--- src/rtl/pwm_bank.sv ---
// Multi-channel PWM timer bank: edge/center-aligned counters, period-boundary
// shadow reload, and complementary outputs with dead-time insertion.
//
// state | meaning
// IDLE  | ch_en=0: counter/outputs held at 0, shadows track the inputs
// RUN   | ch_en=1: counting, shadows frozen except at the period boundary
module pwm_bank #(
    parameter int CH_NUM     = 8,
    parameter int CNT_LENGTH = 16,
    parameter int DT_LENGTH  = 8
) (
    input  logic                         sys_clk,
    input  logic                         sys_rst,
    input  logic [CH_NUM-1:0]            ch_en,
    input  logic [CH_NUM-1:0]            ch_mode,
    input  logic [CH_NUM*CNT_LENGTH-1:0] max_val,
    input  logic [CH_NUM*CNT_LENGTH-1:0] duty_cycle,
    input  logic [CH_NUM*DT_LENGTH-1:0]  dead_time,
    output logic [CH_NUM-1:0]            pwm_pos,
    output logic [CH_NUM-1:0]            pwm_neg,
    output logic [CH_NUM-1:0]            upd_evt
);

    localparam logic [CNT_LENGTH-1:0] CNT_ONE = CNT_LENGTH'(1);
    localparam logic [DT_LENGTH-1:0]  DT_ONE  = DT_LENGTH'(1);

    for (genvar i = 0; i < CH_NUM; i++) begin : g_ch
        logic [CNT_LENGTH-1:0] cnt;
        logic [CNT_LENGTH-1:0] max_s;
        logic [CNT_LENGTH-1:0] duty_s;
        logic [DT_LENGTH-1:0]  dt_s;
        logic [DT_LENGTH-1:0]  dtc;
        logic                  mode_s;
        logic                  dir;
        logic                  raw;
        logic                  raw_q;
        logic                  boundary;
        logic                  pos;
        logic                  neg;
        logic                  upd;
        logic [CNT_LENGTH-1:0] max_in;
        logic [CNT_LENGTH-1:0] duty_in;
        logic [DT_LENGTH-1:0]  dt_in;

        assign max_in  = max_val[i*CNT_LENGTH +: CNT_LENGTH];
        assign duty_in = duty_cycle[i*CNT_LENGTH +: CNT_LENGTH];
        assign dt_in   = dead_time[i*DT_LENGTH +: DT_LENGTH];

        assign raw = (cnt < duty_s);

        // In center mode with max_s==1 the peak is also the last cycle before the valley.
        always_comb begin
            boundary = 1'b0;
            if (max_s == '0)
                boundary = 1'b1;
            else if (!mode_s)
                boundary = (cnt == max_s);
            else
                boundary = (cnt == CNT_ONE) && (dir || (max_s == CNT_ONE));
        end

        always_ff @(posedge sys_clk or posedge sys_rst) begin
            if (sys_rst) begin
                cnt    <= '0;
                dir    <= 1'b0;
                max_s  <= '0;
                duty_s <= '0;
                dt_s   <= '0;
                mode_s <= 1'b0;
                dtc    <= '0;
                raw_q  <= 1'b0;
                pos    <= 1'b0;
                neg    <= 1'b0;
                upd    <= 1'b0;
            end else if (!ch_en[i]) begin
                cnt    <= '0;
                dir    <= 1'b0;
                max_s  <= max_in;
                duty_s <= duty_in;
                dt_s   <= dt_in;
                mode_s <= ch_mode[i];
                dtc    <= '0;
                raw_q  <= 1'b0;
                pos    <= 1'b0;
                neg    <= 1'b0;
                upd    <= 1'b0;
            end else begin
                raw_q <= raw;
                upd   <= boundary;

                if (boundary) begin
                    cnt    <= '0;
                    dir    <= 1'b0;
                    max_s  <= max_in;
                    duty_s <= duty_in;
                    dt_s   <= dt_in;
                    mode_s <= ch_mode[i];
                end else if (mode_s && !dir && (cnt == max_s)) begin
                    cnt <= cnt - CNT_ONE;
                    dir <= 1'b1;
                end else if (mode_s && dir) begin
                    cnt <= cnt - CNT_ONE;
                end else begin
                    cnt <= cnt + CNT_ONE;
                end

                // dtc==1 releases the asserting output so the delay is exactly dt_s cycles.
                if (raw != raw_q) begin
                    if (dt_s == '0) begin
                        pos <= raw;
                        neg <= ~raw;
                        dtc <= '0;
                    end else begin
                        pos <= 1'b0;
                        neg <= 1'b0;
                        dtc <= dt_s;
                    end
                end else if (dtc > DT_ONE) begin
                    dtc <= dtc - DT_ONE;
                    pos <= 1'b0;
                    neg <= 1'b0;
                end else begin
                    dtc <= '0;
                    pos <= raw;
                    neg <= ~raw;
                end
            end
        end

        assign pwm_pos[i] = pos;
        assign pwm_neg[i] = neg;
        assign upd_evt[i] = upd;
    end

endmodule

--- config.mk ---
export PLATFORM = sky130hd
export DESIGN_NAME = pwm_bank
export DESIGN_NICKNAME = d
export VERILOG_FILES = /design/src/rtl/pwm_bank.sv
export SDC_FILE = /design/constraint.sdc
export NUM_CORES = 2
export LEC_CHECK = 0
export BUFFER_PORTS_ARGS = -buffer_cell sky130_fd_sc_hd__buf_2
export CAP_MARGIN = 15
export CELL_PAD_IN_SITES_DETAIL_PLACEMENT = 1
export CELL_PAD_IN_SITES_GLOBAL_PLACEMENT = 1
export CORE_ASPECT_RATIO = 0.75
export CORE_MARGIN = 1.5
export CORE_UTILIZATION = 48
export CTS_BUF_LIST = sky130_fd_sc_hd__clkbuf_8
export CTS_CLUSTER_DIAMETER = 30
export DETAILED_ROUTE_END_ITERATION = 10
export GPL_ROUTABILITY_DRIVEN = 0
export PLACE_DENSITY_LB_ADDON = 0.1
export SYNTH_ARGS = -nofsm -noshare
export SYNTH_HDL_FRONTEND = slang
export SYNTH_SLANG_ARGS = --single-unit
--- constraint.sdc ---
create_clock -name sys_clk -period 24.3 [get_ports sys_clk]
set_clock_uncertainty 0.1 [all_clocks]
set_input_delay 7.29 -clock sys_clk [delete_from_list [all_inputs] [get_ports sys_clk]]
set_output_delay 7.29 -clock sys_clk [all_outputs]
set_load 0.03 [all_outputs]
==> summary.md <==
| Metric | Value |
|---|---|
| Total of max-cap violations | `0` |
| DRT met1 WL | `41.46 mm` |
| Ys flop type | `dfrtp_1` |
| Number of detailed-route iterations in the first pass | `7` |
| WL met3 | `3.770 mm` |
| Slew Limit Fails | `0` |
| Share of cells above drive strength 1 | `0.2484` |
| Yosys warns | `0` |
| Top Metal Used | `met5` |
| Period minus WS final | `10.04 ns` |
| Crit share post-route | `0.4132` |
| Synthesized flop and latch total | `560` |
| Simple-gate area share of the yosys netlist | `0.1841` |
| Peak VDD IR | `0.04226 mV` |
| RSZ-0062 raised after global routing | `no` |
| Yosys cell types | `79` |
| Worst Hold Launch | `g_ch[2].duty_s[5]$_DFFE_PP0N_` |
| Avg Inst Size Synth | `10.07 sq um` |
| # H-tree levels | `3` |
| CTS Buf Count | `117` |
| Post-synth EDFFs | `0` |
| Critical path peak fanout | `115` |
| Critical Path RT | `24.89 ns` |
| FFs w/ async S/R, synth | `1.000` |
| First-pass GRT wire length | `149.8 mm` |
| Num ports | `362` |
| Cell Pwr Density | `68.96 nW/um^2` |
| Gr usage total | `0.2613` |
| Leak | `17.78 nW` |
| Crit path top cell by count | `buf_4` |
| Setup TNS | `0 ns` |
| Critical path class | `in -> async` |
| Starting density of the core | `0.4881` |
| Net count, final | `4061` |
| Depth of the worst hold-timing path | `1` |
| Final ANT Viol Nets | `0` |
| DP HPWL | `65.46 mm` |
| Full die area | `69930 sq um` |
| CTS Hold Bufs | `0` |
| Worst hold path class | `reg -> reg` |
| First-iteration detailed-routing DRC count | `1236` |
| Final WS setup | `14.26 ns` |
| Most frequent cells in the layout | `dfrtp_1, buf_2, mux2_2, nor2_1, nand2_1` |
| Post-synth net total | `3756` |
| Reg-to-reg setup timing slack | `20.60 ns` |
| Cts repair resizes | `0` |
| Top delay family on crit path | `buffers and inverters` |
| Height of the chip | `229.4 um` |
| Min Hold Slack | `0.4060 ns` |
| Clock sinks | `560` |
| Post-synthesis compound-gate area fraction | `0.07011` |
| Routed wl met2 | `42.58 mm` |
| Xor-xnor portion of the synthesized cell area | `0.07636` |
| Clk Latency, worst-skew pair | `0.73 ns` |
| Total power | `2.597 mW` |
| Worst reg2reg path depth | `8` |
| Drt total wl | `89.90 mm` |
| Root buf cell | `clkbuf_8` |
| Adder-Cell Fraction of Synth Area | `0.06103` |
| Seq/Total Area, Yosys | `0.4272` |
| CORE AREA | `67200 sq um` |
| Arrival @ worst endpoint | `10.63 ns` |
| Crit. path cell count | `5` |
| Rows | `82` |
| Grt total ovfl | `0` |
| Vias in the first global route | `28150` |
| Post-Syn Instances | `3258` |
| Pre-CTS setup slack | `13.31 ns` |
| Worst path buffer plus inverter count | `5` |
| Outcome | `complete, no violations` |
| Placed Cells | `4323` |
| # port buffers | `361` |
| Largest family of logic cells by synthesized area | `simple AND/OR/NAND/NOR gates` |
| CTS tree | `built` |
| Final hold viol count | `0` |
| Die outline width | `304.9 um` |
| Final setup viols | `0` |
| Worst-margin pin slew | `1.217 ns` |
| CP Launch Point | `sys_rst` |
| Area delta synth->final | `14.80%` |
| Slew HR | `0.1812` |
| F_max | `0.09960 GHz` |
| Critical-path cell list | `buf_2, inv_8, buf_4, buf_4, buf_4` |
| Initial antenna violation count | `11` |
| CP endpoint kind | `async pin` |
| Core Util, Final | `0.5604` |
| Synthesized area | `32800 sq um` |
| Worst r2r src | `g_ch[3].cnt[8]$_DFF_PP0_` |
| CP max stage delay | `0.92 ns` |
| WL/cell | `19.78 um` |
| CTS Buffer Depth | `3` |
| Routed vias | `25870` |
| Startpoint types | `input pin` |
| Fill cells | `7551` |
| Multiplexer area fraction after synthesis | `0.1292` |
| Placed cell areas | `34950 sq um` |
| Final non-filler cell total | `4545` |
| Worst-path clk slew | `0.06 ns` |
| Via density | `5.692` |
| Slowest CP cell | `buf_4` |
| Final Cell Area | `37660 sq um` |
| Commonest non-fill, non-tap cell in the layout | `dfrtp_1` |
| DRC viols | `0` |
| Largest net degree at the start of global routing | `116` |
| Post CTS Setup Buffer Count | `0` |
[synthesized netlist by cell type, drive strengths merged, types with 9 or more instances]
master	n	area, sq um
inv	190	713.2
nor2	258	968.4
or3b	11	96.34
nor3	61	310.3
nor2b	15	93.84
nor4	92	596.8
nand2b	29	181.4
mux2	298	3427
nand3	120	600.6
or4	45	341.6
ha	160	2002
a21o	39	292.8
buf	90	584.3
a211oi	10	75.07
o21ai	104	520.5
o2111ai	18	157.7
nor4b	12	105.1
clkbuf	109	409.1
xor2	96	840.8
mux2i	81	810.8
nand4b	42	367.9
and4	9	78.83
o211ai	9	67.56
a31oi	18	112.6
a21oi	61	305.3
nand3b	22	165.2
dfrtp	560	14010
and2	27	168.9
nand2	217	817.0
nand4	87	544.3
or3	33	211.5
xnor2	190	1664
and3	41	256.5
[power by group]
part	leakage [nW]	internal, mW	switching (mW)
Clock	1.39	0.657	0.454
Sequential	6.98	1.01	0.0869
Combinational	9.41	0.178	0.211
[path summary, 6_finish.rpt]
path / end
min in group asynchronous: g_ch[5].duty_s[11]$_DFFE_PP0N_
min: g_ch[2].duty_s[5]$_DFFE_PP0N_
max: g_ch[3].duty_s[11]$_DFFE_PP0N_
min reg2reg: g_ch[2].duty_s[5]$_DFFE_PP0N_
max reg2reg: g_ch[3].dt_s[4]$_DFFE_PP0N_
max in group sys_clk: upd_evt[4]
[metal layers]
metal | vias up | GRT usage
met5 | - | 0
li1 | 12180 | -
met3 | 164 | 0.04460
met2 | 504 | 0.4250
met4 | 14 | 0.07500
met1 | 13010 | 0.3584
[logic make-up (layout without fill, tap and decap cells)]
kind of cell,count (synthesis),in the layout
xor gates and xnor gates,286,286
other,0,3
buffers and inverters,389,791
DFF,560,560
and+or+nand+nor,1138,1138
AOI/OAI and AO/OA,346,346
muxes,379,379
adders and majority gates,160,160
[sequential cells by signal, summed over array words and instances, names as in the netlist]
signal / cells
g_ch.cnt: 128
g_ch.duty_s: 128
g_ch.max_s: 128
g_ch.dt_s: 64
g_ch.dtc: 64
g_ch.dir: 8
g_ch.mode_s: 8
g_ch.neg: 8
g_ch.pos: 8
g_ch.raw_q: 8
g_ch.upd: 8
[worst register-to-register path, delay by kind of cell, from the launching register on]
| kind | cells | cell delay, ns |
|---|---|---|
| AOI/OAI and AO/OA | 2 | 0.66 |
| and+or+nand+nor | 4 | 1.32 |
| muxes | 1 | 0.40 |
| DFF | 1 | 0.51 |
| buffers and inverters | 1 | 0.60 |
[area by class of cell]
class,count,area (sq um),share of cell area
antenna,3,7.507,0.0001993
clock buffer,133,1831,0.04861
clock inverter,83,820.8,0.02180
inverter,190,720.7,0.01914
multi-input combinational,2309,17150,0.4555
sequential,560,14010,0.3721
tap,882,1104,0.02930
timing repair buffer,385,2009,0.05336
Power figures use the tool's default switching activity.
